`src/rtl/instr_prefetch_pkg.sv`:
```
// Shared types and constants for the instruction prefetch unit.
package instr_prefetch_pkg;

  localparam int          INSTR_W = 32;
  localparam logic [31:0] PC_STEP = 32'd4;

  // Fetch control states
  typedef enum logic [1:0] {
    IDLE  = 2'd0,
    FETCH = 2'd1,
    DRAIN = 2'd2
  } state_t;

  // One prefetched instruction together with its address
  typedef struct packed {
    logic [INSTR_W-1:0] pc;
    logic [INSTR_W-1:0] instr;
  } fetch_entry_t;

  // Force an address onto a word boundary
  function automatic logic [31:0] align_word(input logic [31:0] addr);
    return addr & 32'hFFFF_FFFC;
  endfunction

endpackage

```
`src/rtl/instr_prefetch_fifo.sv`:
```
// prefetch_fifo: ring buffer followed by a registered head stage.
// A pushed entry lands in the ring first and reaches the head register on the
// following edge, so the head appears one cycle after the push. count_o covers
// both the ring and the head register.
module prefetch_fifo
  import instr_prefetch_pkg::*;
#(
  parameter int DEPTH = 4
) (
  input  logic                   clk_i,
  input  logic                   rst_i,
  input  logic                   push_i,
  input  fetch_entry_t           push_data_i,
  input  logic                   pop_i,
  input  logic                   flush_i,
  output logic                   head_valid_o,
  output fetch_entry_t           head_o,
  output logic [$clog2(DEPTH):0] count_o
);

  localparam int AW = $clog2(DEPTH);
  localparam int CW = AW + 1;

  fetch_entry_t   mem [DEPTH];
  logic [AW-1:0]  wr_ptr_reg;
  logic [AW-1:0]  rd_ptr_reg;
  logic [CW-1:0]  mem_cnt_reg;
  logic [CW-1:0]  mem_cnt_next;
  logic           head_valid_reg;
  fetch_entry_t   head_reg;
  logic           push_en;
  logic           load;

  // Flush outranks push; the head reloads whenever it is empty or being consumed
  assign push_en = push_i & ~flush_i;
  assign load    = (~head_valid_reg | pop_i) & (mem_cnt_reg != '0);

  // Ring occupancy after this cycle's push and head reload
  always_comb begin
    mem_cnt_next = mem_cnt_reg;
    if (push_en && !load)
      mem_cnt_next = mem_cnt_reg + CW'(1);
    else if (!push_en && load)
      mem_cnt_next = mem_cnt_reg - CW'(1);
  end

  // Storage array write port (no reset so it maps onto RAM)
  always_ff @(posedge clk_i) begin
    if (push_en)
      mem[wr_ptr_reg] <= push_data_i;
  end

  // Pointers, occupancy and the registered head stage
  always_ff @(posedge clk_i or posedge rst_i) begin
    if (rst_i) begin
      wr_ptr_reg     <= '0;
      rd_ptr_reg     <= '0;
      mem_cnt_reg    <= '0;
      head_valid_reg <= 1'b0;
      head_reg       <= '0;
    end else if (flush_i) begin
      wr_ptr_reg     <= '0;
      rd_ptr_reg     <= '0;
      mem_cnt_reg    <= '0;
      head_valid_reg <= 1'b0;
    end else begin
      if (push_en)
        wr_ptr_reg <= wr_ptr_reg + AW'(1);
      if (load) begin
        rd_ptr_reg     <= rd_ptr_reg + AW'(1);
        head_reg       <= mem[rd_ptr_reg];
        head_valid_reg <= 1'b1;
      end else if (pop_i) begin
        head_valid_reg <= 1'b0;
      end
      mem_cnt_reg <= mem_cnt_next;
    end
  end

  assign head_valid_o = head_valid_reg;
  assign head_o       = head_reg;
  assign count_o      = mem_cnt_reg + CW'(head_valid_reg);

endmodule

```
`src/rtl/instr_prefetch.sv`:
```
// instr_prefetch: fetches sequential instruction words into a small FIFO and
// handles CPU redirects, draining any in-flight read whose data is now stale.
// Optional build macro PREFETCH_PERF_EN adds flush/stall performance counters.
module instr_prefetch
  import instr_prefetch_pkg::*;
#(
  parameter int          DEPTH    = 4,
  parameter logic [31:0] RESET_PC = 32'h0000_0000
) (
  input  logic        clk_i,
  input  logic        rst_i,
  input  logic        start_i,
  output logic        mem_req_o,
  output logic [31:0] mem_addr_o,
  input  logic        mem_ack_i,
  input  logic [31:0] mem_data_i,
  input  logic        redirect_i,
  input  logic [31:0] redirect_addr_i,
  output logic        instr_valid_o,
  output logic [31:0] instr_o,
  output logic [31:0] instr_pc_o,
`ifdef PREFETCH_PERF_EN
  output logic [15:0] flush_cnt_o,
  output logic [15:0] stall_cnt_o,
`endif
  input  logic        instr_ready_i
);

  localparam int            CW      = $clog2(DEPTH) + 1;
  localparam logic [CW-1:0] DEPTH_C = CW'(DEPTH);

  state_t        state_reg, state_next;
  logic [31:0]   fetch_pc_reg, fetch_pc_next;
  logic          req_reg, req_next;
  logic [31:0]   addr_reg, addr_next;
  logic [31:0]   redirect_pc;
  logic [31:0]   pc_inc;
  logic          push;
  logic          pop;
  logic [CW-1:0] fifo_count;
  logic [CW-1:0] count_after;
  fetch_entry_t  push_entry;
  fetch_entry_t  head;
  logic          head_valid;

  assign redirect_pc = align_word(redirect_addr_i);
  assign pc_inc      = fetch_pc_reg + PC_STEP;
  // A word is kept only if it completes a live fetch not overruled by a redirect
  assign push        = (state_reg == FETCH) & mem_ack_i & ~redirect_i;
  assign pop         = head_valid & instr_ready_i;
  assign count_after = fifo_count + CW'(push) - CW'(pop);
  assign push_entry  = '{pc: fetch_pc_reg, instr: mem_data_i};

  prefetch_fifo #(.DEPTH(DEPTH)) u_fifo (
    .clk_i        (clk_i),
    .rst_i        (rst_i),
    .push_i       (push),
    .push_data_i  (push_entry),
    .pop_i        (pop),
    .flush_i      (redirect_i),
    .head_valid_o (head_valid),
    .head_o       (head),
    .count_o      (fifo_count)
  );

  // Next-state logic: request issue, back-to-back fetch, redirect and drain
  always_comb begin
    state_next    = state_reg;
    fetch_pc_next = fetch_pc_reg;
    req_next      = req_reg;
    addr_next     = addr_reg;
    case (state_reg)
      IDLE: begin
        if (redirect_i) begin
          fetch_pc_next = redirect_pc;
        end else if (start_i && (fifo_count < DEPTH_C)) begin
          state_next = FETCH;
          req_next   = 1'b1;
          addr_next  = fetch_pc_reg;
        end
      end
      FETCH: begin
        if (mem_ack_i) begin
          if (redirect_i) begin
            fetch_pc_next = redirect_pc;
            state_next    = IDLE;
            req_next      = 1'b0;
          end else begin
            fetch_pc_next = pc_inc;
            if (start_i && (count_after < DEPTH_C)) begin
              addr_next = pc_inc;
            end else begin
              state_next = IDLE;
              req_next   = 1'b0;
            end
          end
        end else if (redirect_i) begin
          fetch_pc_next = redirect_pc;
          state_next    = DRAIN;
        end
      end
      DRAIN: begin
        if (redirect_i)
          fetch_pc_next = redirect_pc;
        if (mem_ack_i) begin
          state_next = IDLE;
          req_next   = 1'b0;
        end
      end
      default: begin
        state_next = IDLE;
        req_next   = 1'b0;
      end
    endcase
  end

  // Fetch state, fetch address and registered memory request
  always_ff @(posedge clk_i or posedge rst_i) begin
    if (rst_i) begin
      state_reg    <= IDLE;
      fetch_pc_reg <= RESET_PC;
      req_reg      <= 1'b0;
      addr_reg     <= '0;
    end else begin
      state_reg    <= state_next;
      fetch_pc_reg <= fetch_pc_next;
      req_reg      <= req_next;
      addr_reg     <= addr_next;
    end
  end

  assign mem_req_o     = req_reg;
  assign mem_addr_o    = addr_reg;
  assign instr_valid_o = head_valid;
  assign instr_o       = head.instr;
  assign instr_pc_o    = head.pc;

`ifdef PREFETCH_PERF_EN
  logic [15:0] flush_cnt_reg;
  logic [15:0] stall_cnt_reg;

  // Saturating counts of redirect cycles and CPU-starved cycles
  always_ff @(posedge clk_i or posedge rst_i) begin
    if (rst_i) begin
      flush_cnt_reg <= '0;
      stall_cnt_reg <= '0;
    end else begin
      if (redirect_i && (flush_cnt_reg != 16'hFFFF))
        flush_cnt_reg <= flush_cnt_reg + 16'd1;
      if (instr_ready_i && !head_valid && (stall_cnt_reg != 16'hFFFF))
        stall_cnt_reg <= stall_cnt_reg + 16'd1;
    end
  end

  assign flush_cnt_o = flush_cnt_reg;
  assign stall_cnt_o = stall_cnt_reg;
`endif

endmodule

```
`config.mk`:
```
export PLATFORM = sky130hd
export DESIGN_NAME = instr_prefetch
export DESIGN_NICKNAME = d
export VERILOG_FILES = /design/src/rtl/instr_prefetch_pkg.sv /design/src/rtl/instr_prefetch_fifo.sv /design/src/rtl/instr_prefetch.sv
export SDC_FILE = /design/constraint.sdc
export NUM_CORES = 1
export LEC_CHECK = 0
export BUFFER_PORTS_ARGS = -buffer_cell sky130_fd_sc_hd__buf_2
export CORE_AREA = 10 10 184 186
export CTS_BUF_LIST = sky130_fd_sc_hd__clkbuf_4 sky130_fd_sc_hd__clkbuf_8
export CTS_CLUSTER_DIAMETER = 120
export DETAILED_ROUTE_END_ITERATION = 10
export DIE_AREA = 0 0 194 196
export PLACE_DENSITY = 0.82
export SLEW_MARGIN = 25
export SYNTH_ARGS = -nofsm -noshare
export SYNTH_HDL_FRONTEND = slang
export SYNTH_HIERARCHICAL = 1
export SYNTH_SLANG_ARGS = --single-unit
```
`constraint.sdc`:
```
create_clock -name clk_i -period 3.7 [get_ports clk_i]
set_input_delay 0.37 -clock clk_i [delete_from_list [all_inputs] [get_ports clk_i]]
set_output_delay 0.37 -clock clk_i [all_outputs]
set_load 0.005 [all_outputs]
```
# Word-level counts from Yosys, hierarchy flattened
# Memories as Yosys holds them, arrays and structs flattened. A register that Yosys moved wholly into a read port is not among the register bits.
# Cells that the tools add are included.
# Widths: inputs -> output; s select.
[word_totals]
reg_bits = 75
mem_count = 1
elab_cells = 93
mem_bits_rw = 256
out_inout_bits = 98
[classes]
n_mux = 37
bitwise_logic = 8
n_eq_ne = 10
n_lt_le_gt_ge = 2
addsub = 8
reduce_logical = 19
[memory_table]
columns = ["name", "depth", "word_bits", "rd", "rd_clocked_by_memory_dff", "wr", "line_no", "text"]
rows = [
  ["u_fifo.mem", 4, 64, 1, 1, 1, "instr_prefetch_fifo.sv:24", "fetch_entry_t mem [DEPTH];"],
]
[ops]
columns = ["cell", "count"]
rows = [
  ["$mux 32", 8],
  ["$pmux 32 s2", 2],
  ["$add 32x3->32 const B", 1],
  ["$mux 2", 11],
  ["$mux 1", 11],
  ["$ne 2x2->1 const B", 5],
  ["$reduce_and 5->1", 2],
  ["$mux 3", 3],
  ["$reduce_bool 3->1", 3],
  ["$reduce_bool 2->1", 4],
  ["$add 3x1->3", 2],
  ["$lt 3x3->1 const B", 2],
  ["$ne 3x3->1 const B", 2],
  ["$pmux 2 s3", 1],
  ["$reduce_and 6->1", 1],
  ["$and 1x1->1", 5],
  ["$add 2x1->2 const B", 2],
  ["$logic_and 1x1->1", 4],
  ["$add 3x1->3 const B", 1],
  ["$pmux 1 s3", 1],
  ["$sub 3x1->3", 1],
  ["$sub 3x1->3 const B", 1],
  ["$eq 2x1->1 const B", 1],
  ["$eq 2x2->1 const B", 1],
  ["other kinds (7)", 9],
]

# Longest topological paths before layout
# Gate-level depths: netlist (run 1).
[depth]
depth_word = 11
mapped_depth = 11
depth_no_buf = 10

# Modules after synthesis
# Netlist (run 1), hierarchy kept.
[by_module_without_submodules]
columns = ["module", "instances", "area_per_inst_um2", "cells_per_inst"]
rows = [
  ["prefetch_fifo", 1, 12275.5, 523],
  ["instr_prefetch", 1, 4149.0, 489],
]

# Worst setup path before layout (run 1)
# Ideal clock, no wire load.
[synth_path]
path_type = "reg2reg"
start = "register state_reg[1]"
end = "memory u_fifo/mem[0][0] (netlist bit) (enable)"
slack_ns = 0.281
setup_ns = 0.429
arrival_time_ns = 2.990
path_buffers = 1
t_required_ns = 3.271
stages_incl_launch_ff = 7
cell_sequence = "dfrtp_1 -> nor2b_1 -> nand3_2 -> inv_2 -> clkbuf_1 -> nor2b_1 -> and2_1"
[synth_between]
elab_chain_cells = 6
[synth_lines]
columns = ["item", "line_no", "text"]
rows = [
  ["start, declared", "instr_prefetch.sv:32", "state_t state_reg, state_next;"],
  ["start signal, assigned", "instr_prefetch.sv:125", "state_reg <= state_next;"],
  ["$eq 2x1->1", "instr_prefetch.sv:49", "assign push = (state_reg == FETCH) & mem_ack_i & ~redirect_i;"],
  ["$and 1x1->1 (2 in a row)", "instr_prefetch.sv:49", ""],
  ["named net push", "instr_prefetch.sv:38", "logic push;"],
  ["$and 1x1->1", "instr_prefetch_fifo.sv:35", "assign push_en = push_i & ~flush_i;"],
  ["$mux 1", "instr_prefetch_fifo.sv:49", "if (push_en)"],
  ["$mux 1 (implied by the code)", "instr_prefetch_fifo.sv:50", "mem[wr_ptr_reg] <= push_data_i;"],
  ["end, declared", "instr_prefetch_fifo.sv:24", ""],
]
# The timed path passes the listed nets, and every way through them passes these cells.

# Worst setup path in the final report (run 1)
[layout_path]
start = "register u_fifo.mem_cnt_reg[0]"
end = "register addr_reg[24], in the netlist mem_addr_o[24]"
[layout_between]
elab_chain_cells = 7
word_cells_on_any_way = 10
classes_between = "add/sub: 3; order compare: 2; eq/ne: 2; reduce/logical: 3"
[layout_lines]
columns = ["item", "line_no", "text"]
rows = [
  ["start, declared", "instr_prefetch_fifo.sv:27", "logic [CW-1:0] mem_cnt_reg;"],
  ["start signal, assigned", "instr_prefetch_fifo.sv:76", "mem_cnt_reg <= mem_cnt_next;"],
  ["$add 3x1->3 (*)", "instr_prefetch_fifo.sv:82", "assign count_o = mem_cnt_reg + CW'(head_valid_reg);"],
  ["named net fifo_count[1]", "instr_prefetch.sv:40", "logic [CW-1:0] fifo_count;"],
  ["$add 3x1->3", "instr_prefetch.sv:51", "assign count_after = fifo_count + CW'(push) - CW'(pop);"],
  ["$sub 3x1->3", "instr_prefetch.sv:51", ""],
  ["$lt 3x3->1", "instr_prefetch.sv:90", "if (start_i && (count_after < DEPTH_C)) begin"],
  ["$logic_and 1x1->1", "instr_prefetch.sv:90", ""],
  ["$ne 2x1->1 (no source line)", "--", ""],
  ["$reduce_and 6->1 (no source line) (*)", "--", ""],
  ["end signal, assigned", "instr_prefetch.sv:128", "addr_reg <= addr_next;"],
  ["end, declared", "instr_prefetch.sv:35", "logic [31:0] addr_reg, addr_next;"],
]
# Mark *: on every way through the listed nets, which the timed path passes. The rest lies on a longest branch.
# A chain may end at the register's enable or synchronous reset.

==> reports/metrics.sh, run 1 <==
WORSTSETUPPATHTYPE='reg -> reg'
LARGEST_REG_FLOPS=256
YS_TOP_CELLS_BY_AREA='sky130_fd_sc_hd__edfxtp_1 47%, sky130_fd_sc_hd__dfrtp_1 21%, sky130_fd_sc_hd__mux4_2 8.8%'
SYNTH_CELL_TYPE_COUNT=64
DRTPASS1ITERATIONS=5
DIE_HEIGHT_UM=196
ROUTE.FINAL.WIRE_LENGTH_UM=38220
SETUP.WORST_PATH.END_CLASS='register'
HOLD_PATH_STARTPOINT='redirect_addr_i[19]'
TIMING.HOLD.WORST_PATH_DEPTH=3
WORST_R2R_STARTPOINT='u_fifo/mem_cnt_reg[0]'
GRT_MAX_DEGREE=65
CRIT_PATH_START_KIND='register'
DESIGN.DIE.AREA_UM2=38020
IO_BUFFERS=165
POSTSYNTH.ASYNCRESETSHARE_PCT=35.19
FLOORPLAN.INITIALDENSITY_PCT=54.26
MAXSLEWVIOLCOUNT=0
DESIGN.PORTCOUNT=168
YS_SEQ_AREA_SHARE_PCT=67.98
SYN_AVG_CELL_AREA_UM2=16.23
LAYOUT-DRIVE-GT1-SHARE_PCT=35.32
NFILLCELLS=2138
SYNTHDOMINANTAREACELLTYPE='sky130_fd_sc_hd__edfxtp_1'
ROUTE.VIAS.TOTAL=9871
CTS.HTREE.LEVELS=2
POST_CTS_BUFFERS=0
GP_ROUTABILITY_CONGESTION=0.8970
NUMBER_OF_HOLD_SLACK_VIOLATIONS_IN_THE_FINAL_TIMING_REPORT=0
CLK_PIN_SLEW_WORST_PATHS_NS=0.07
OUTCOME='finished clean'
FINAL.MIN_CLOCK_PERIOD_NS=2.974
POWER.DENSITY_nW_PER_UM2=694.8
DP_HPWL_UM=24490
SLEW_HEADROOM_PCT=34.66
CTS-HOLD-FIX-BUFFERS=34
PLACEMENT.CELL_AREA_UM2=17700
FINISH.NET_COUNT=1322
CLOCK-SKEW-FINAL_NS=0.03881
PLACEMENT_ROWS=64
FLOORPLAN.DIE.WIDTH_UM=194
RRSETUPSLACK_NS=0.73
POST_SYNTH_INSTANCE_AREA_UM2=16420
YOSYS_WARNINGS=6
FINAL.PERIOD_UTILIZATION_PCT=80.37
DRC=0
SYNTH-EDFF-COUNT=256
GLOBALROUTETOTALUTIL_PCT=19.87
TOTAL_AREA_OF_MULTI_INPUT_COMBINATIONAL_CELLS_UM2=4850
CLK_PATH_BUF_DEPTH=3
SYNTH-SEQ-CELLS=395
DETAIL_ROUTE.WL_PER_CELL_UM=22.61
SETUP_TNS_NS=0
POST_DRT_VIA_CELL_RATIO=5.841
MAX_CAP_VIOLATIONS=0
HOLD_PATH.CLASS='in -> reg'
CLKSINKCOUNT=395
VDD_IR_DROP_MAX_mV=0.3423
HOLD_PATH_SINK='fetch_pc_reg[19]'
CTS_BUFFERS=61
ANTENNA_CELLS=0
DRT_ITER0_DRC=717
LARGEST-REGISTER='u_fifo/mem'
LAYOUT-AREA-OVERHEAD-VS-SYNTH_PCT=18.24
POSTSYNTH.TOPFLOPCELL='sky130_fd_sc_hd__edfxtp_1'
POWER.STATIC_LEAKAGE_uW=0.007177
CRIT_ARRIVAL_NS=3.47
R2R_CELLS=10
SYNTH.TOP_CELL.AREA_SHARE_PCT=46.80
CP_MAX_FO=30
GRT_OVERFLOW=0
GRT_PASS1_WL_UM=59870
SYNTHESIZED_NETLIST_CELL_COUNT=1012
INITIAL_ANTENNA_VIOLATION_COUNT=0
SETUP_VIOL_COUNT_FINAL=0
GRT_PASS1_VIAS=10378
POST-SYNTH-TOP-COUNT-CELL='sky130_fd_sc_hd__edfxtp_1'
DRT.ANTENNA.VIOLATING_NETS=0
CTS_TREE='built'
REGAREA_UM2=11170
POSTLAYOUTCELLAREA_UM2=19420
CRITICAL_PATH_REQUIRED_NS=4.20
CLOCK_LATENCY_NS=0.62
SYN-NUM-NETS=1093
RSZ0062_AT_GRT='false'
MAX_CLOCK_FREQ_MHz=336.3
CTS-RESIZED-GATES=0
WORSTREG2REGEND='mem_addr_o[24]'
MAX_SLEW.WORST_PIN.SLEW_NS=0.9728
SYNTH.CELLS.MOST_FREQUENT='256 x sky130_fd_sc_hd__edfxtp_1, 139 x sky130_fd_sc_hd__dfrtp_1, 68 x sky130_fd_sc_hd__nor2_1, 66 x sky130_fd_sc_hd__a21oi_1, 64 x sky130_fd_sc_hd__mux4_2'
CORE_AREA_UM2=30270
CTS_ROOT_BUFFER='sky130_fd_sc_hd__clkbuf_8'
==> kinds of logic (layout without fill, tap and decap cells) <==
logic type               Yosys count  count (layout)  synth area share (%)
XOR/XNOR                          46              46                 2.453
buffers and inverters             77             359                 2.552
adder cells (fa/ha/maj)           11              11                0.8837
multiplexers                     132             132                 14.11
AND/OR/NAND/NOR                  208             208                 6.696
flip-flops                       395             395                 67.98
AO/OA/AOI/OAI                    143             143                 5.325
==> critical path, stage by stage (launching register included) <==
cell and delay [ns]:
sky130_fd_sc_hd__dfrtp_1 0.43, sky130_fd_sc_hd__ha_1 0.20, sky130_fd_sc_hd__ha_1 0.31, sky130_fd_sc_hd__inv_1 0.05, sky130_fd_sc_hd__ha_1 0.27, sky130_fd_sc_hd__nor2b_1 0.15, sky130_fd_sc_hd__a2111o_1 0.45, sky130_fd_sc_hd__a31oi_4 0.38
sky130_fd_sc_hd__buf_4 0.40, sky130_fd_sc_hd__nor2_1 0.08, sky130_fd_sc_hd__a21oi_1 0.15
==> placed cells by master (no fill, tap or decap), types with 7 or more instances in the layout <==
cell                            instances
sky130_fd_sc_hd__dfrtp_1              137
sky130_fd_sc_hd__xor2_1                32
sky130_fd_sc_hd__mux2_4                30
sky130_fd_sc_hd__clkinv_2               7
sky130_fd_sc_hd__buf_4                 20
sky130_fd_sc_hd__inv_1                 13
sky130_fd_sc_hd__nand4_1               18
sky130_fd_sc_hd__buf_12                 7
sky130_fd_sc_hd__dlygate4sd3_1         34
sky130_fd_sc_hd__and2_1                 8
sky130_fd_sc_hd__buf_2                165
sky130_fd_sc_hd__a21oi_1               66
sky130_fd_sc_hd__and3_1                 7
sky130_fd_sc_hd__ha_1                  10
sky130_fd_sc_hd__edfxtp_1             256
sky130_fd_sc_hd__nand2b_1              10
sky130_fd_sc_hd__mux4_2                64
sky130_fd_sc_hd__nand2_1               40
sky130_fd_sc_hd__clkbuf_4              25
sky130_fd_sc_hd__mux2_2                35
sky130_fd_sc_hd__nor2_1                68
sky130_fd_sc_hd__xnor2_1               14
sky130_fd_sc_hd__clkbuf_8              75
sky130_fd_sc_hd__o22ai_1               18
sky130_fd_sc_hd__o21ai_0               17
sky130_fd_sc_hd__nand3_1               20
==> final cells by class <==
class | count | share of cell area, %
Inverter | 17 | 0.3350
Clock buffer | 100 | 6.282
Multi-Input combinational cell | 540 | 24.97
Clock inverter | 16 | 0.8376
Sequential cell | 395 | 57.52
Timing Repair Buffer | 226 | 7.500
Tap cell | 396 | 2.551
==> worst max path at each step <==
stage | start | endpoint | slack, ns | cells after the start
after floorplan | state_reg[1] | u_fifo/mem[0][0] | 0.28 | 6
after global placement | u_fifo/mem_cnt_reg[0] | mem_addr_o[24] | 0.88 | 10
after detailed placement | u_fifo/mem_cnt_reg[0] | mem_addr_o[27] | 0.79 | 10
after CTS | u_fifo/mem_cnt_reg[0] | mem_addr_o[24] | 0.74 | 10
after global routing | u_fifo/mem_cnt_reg[0] | mem_addr_o[24] | 0.59 | 10
final | u_fifo/mem_cnt_reg[0] | mem_addr_o[24] | 0.73 | 10
==> metal layers <==
| metal | share of wire [%] | wire length (um) | GRT usage [%] |
|---|---|---|---|
| met4 | 3.2 | 1222 | 7.353 |
| met1 | 40 | 15190 | 25.54 |
| met2 | 49 | 18590 | 32.13 |
| met5 | 0 | 0 | 0 |
| met3 | 8.4 | 3213 | 5.081 |
==> report_power, final <==
group          internal, uW  switching, uW
Combinational          1820           1560
Sequential             5450            714
Clock                  2290           1660
Total                  9560           3940
==> per-stage QoR <==
step	utilization [%]	hold slack (ns)	total power, uW	cells	setup slack (ns)
after global routing	64.16	0.03706	14190	1690	0.5908
after global placement	58.47	0.2991	9526	1540	0.8755
final	64.16	0.03653	13490	1690	0.7264
after CTS	64.16	0.009169	13620	1690	0.7390
after floorplan	-	0.4689	8351	1012	0.2807
after detailed placement	58.47	0.3036	9637	1540	0.7862
Power figures use the tool's default switching activity.
==> run 2, diff against run 1 <==
- PLACE_DENSITY: 0.82 -> 0.85
- clock period: 3.7 -> 2.65 ns (I/O delays scaled with it)
==> reports/metrics.sh, run 2 (synthesis results as in run 1) <==
CLKSINKCOUNT=395
DETAIL_ROUTE.WL_PER_CELL_UM=22.70
TIMING.HOLD.WORST_PATH_DEPTH=3
ANTENNA_CELLS=0
CLOCK_LATENCY_NS=0.58
GRT_PASS1_VIAS=10729
FINAL.PERIOD_UTILIZATION_PCT=98.60
GLOBALROUTETOTALUTIL_PCT=20.24
PLACEMENT_ROWS=64
CTS.HTREE.LEVELS=3
DESIGN.PORTCOUNT=168
ROUTED.TOP_LAYER='met4'
MAX_CAP_VIOLATIONS=0
LAYOUT_SETUP_WS_NS=0.03700
DRT.ANTENNA.VIOLATING_NETS=0
FINISH.NET_COUNT=1365
CORE_AREA_UM2=30270
CLK_PIN_SLEW_WORST_PATHS_NS=0.06
CTS_ROOT_BUFFER='sky130_fd_sc_hd__clkbuf_8'
FINAL_CELL_MIX='256 x sky130_fd_sc_hd__edfxtp_1, 165 x sky130_fd_sc_hd__buf_2, 137 x sky130_fd_sc_hd__dfrtp_1, 72 x sky130_fd_sc_hd__clkbuf_8'
CRITICAL_PATH_REQUIRED_NS=3.09
CP_MAX_FO=7
SLEW_HEADROOM_PCT=47.31
GRT_OVERFLOW=0
WORST_R2R_STARTPOINT='u_fifo/head_valid_o'
R2R_CELLS=10
PLACE_WS_NS=0.008055
FLOORPLAN.DIE.WIDTH_UM=194
LARGEST_REG_FLOPS=256
GRT_PASS1_WL_UM=61010
OUTCOME='finished clean'
HOLD_PATH.CLASS='in -> reg'
DESIGN.DIE.AREA_UM2=38020
HOLD_PATH_STARTPOINT='redirect_addr_i[21]'
DRTPASS1ITERATIONS=5
DP_HPWL_UM=25050
IO_BUFFERS=165
FINAL.MIN_CLOCK_PERIOD_NS=2.613
WORSTSETUPPATHTYPE='reg -> reg'
MAXSLEWVIOLCOUNT=0
MAX_SLEW.WORST_PIN.SLEW_NS=0.7904
TOTAL_POWER_uW=19250
CRIT_ARRIVAL_NS=3.05
SETUP.WORST_PATH.START='u_fifo/head_valid_o'
CTS_BUFFERS=66
WL_MET2_UM=19730
NUMBER_OF_HOLD_SLACK_VIOLATIONS_IN_THE_FINAL_TIMING_REPORT=0
VDD_IR_DROP_MAX_mV=0.5193
FLOORPLAN.INITIALDENSITY_PCT=54.26
LAYOUT-DRIVE-GT1-SHARE_PCT=37.65
MAX_CLOCK_FREQ_MHz=382.7
LAYOUT.CELLS.MOST_COMMON='sky130_fd_sc_hd__edfxtp_1'
DRC=0
INITIAL_ANTENNA_VIOLATION_COUNT=0
POWER.STATIC_LEAKAGE_uW=0.007401
ROUTE.FINAL.WIRE_LENGTH_UM=39310
POWER.DENSITY_nW_PER_UM2=960.7
M1WIRELENGTH_UM=15630
DRT_ITER0_DRC=930
MET3WIRELENGTH_UM=3025
GP_ROUTABILITY_CONGESTION=0.9547
ROUTE.VIAS.TOTAL=10117
CLK_PATH_BUF_DEPTH=3
SETUP.WORST_PATH.END_CLASS='register'
CTS_TREE='built'
CLOCK-SKEW-FINAL_NS=0.03610
SETUP_VIOL_COUNT_FINAL=0
SETUP_TNS_NS=0
LARGEST-REGISTER='u_fifo/mem'
POST_DRT_VIA_CELL_RATIO=5.841
DIE_HEIGHT_UM=196
LAYOUT-AREA-OVERHEAD-VS-SYNTH_PCT=21.97
GRT_MAX_DEGREE=65
HOLD_WS_NS=0.01677
CRIT_PATH_START_KIND='register'
run 2: cell types whose count changed in the layout (fill, tap and decap cells not counted), moves of 7 or more:
cell / change
sky130_fd_sc_hd__nor2_2: +9
sky130_fd_sc_hd__clkbuf_4: +7
sky130_fd_sc_hd__dlygate4sd3_1: +13
sky130_fd_sc_hd__buf_12: +10
sky130_fd_sc_hd__nor2_1: -9
sky130_fd_sc_hd__buf_4: +9
run 2: final timing paths:
| path | endpoint | slack, ns |
|---|---|---|
| max | mem_addr_o[1] | 0.04 |
| min | fetch_pc_reg[21] | 0.02 |
| max reg2reg | mem_addr_o[1] | 0.04 |
| min reg2reg | u_fifo/head_o[47] | 0.50 |
| max in group asynchronous | mem_addr_o[10] | 1.45 |
| min in group asynchronous | u_fifo/head_o[39] | 0.18 |
run 2: worst max-delay path, cell delays in order (launching register included):
cell                       delay [ns]
sky130_fd_sc_hd__dfrtp_1         0.42
sky130_fd_sc_hd__ha_4            0.28
sky130_fd_sc_hd__inv_2           0.03
sky130_fd_sc_hd__ha_4            0.15
sky130_fd_sc_hd__inv_4           0.05
sky130_fd_sc_hd__ha_4            0.19
sky130_fd_sc_hd__nor2b_4         0.13
sky130_fd_sc_hd__a2111o_1        0.44
sky130_fd_sc_hd__a31oi_4         0.28
sky130_fd_sc_hd__buf_12          0.21
sky130_fd_sc_hd__mux2_4          0.31
run 2: per-stage QoR:
stage	cells	util, %	cell area, um2
detailed placement	1558	59.28	17940
global placement	1558	59.28	17940
floorplan	1012	-	16430
finish	1732	66.18	20030
global route	1732	66.18	20030
CTS	1726	65.41	19800
run 2: power by group:
part	switching, uW	internal [uW]
registers	931	7610
clock network	2330	3060
logic	2440	2880
total	5700	13500
run 2: timing repair:
item | in CTS | in global routing
resized for setup | 1 | 32
hold buffers | 47 | 0
pin swaps | 1 | 5
endpoints found under the hold margin | 221 | 0
gates cloned | 1 | 4
setup endpoints to repair | 1 | 32
setup buffers | 0 | 2
run 2: final cells by class:
type                            instances  area [um2]
Fill cell                            2057       10240
Tap cell                              396       495.5
Clock inverter                         16       113.9
Timing Repair Buffer                  264        2009
Inverter                               17       67.56
Clock buffer                          104        1231
Multi-Input combinational cell        540        4945
Sequential cell                       395       11170
run 2: layer usage:
layer  up-vias  track usage (%)
li1       4436                -
met1      5113            25.96
met2       478            33.20
met3        90            5.286
met4         0            6.412
met5         -                0
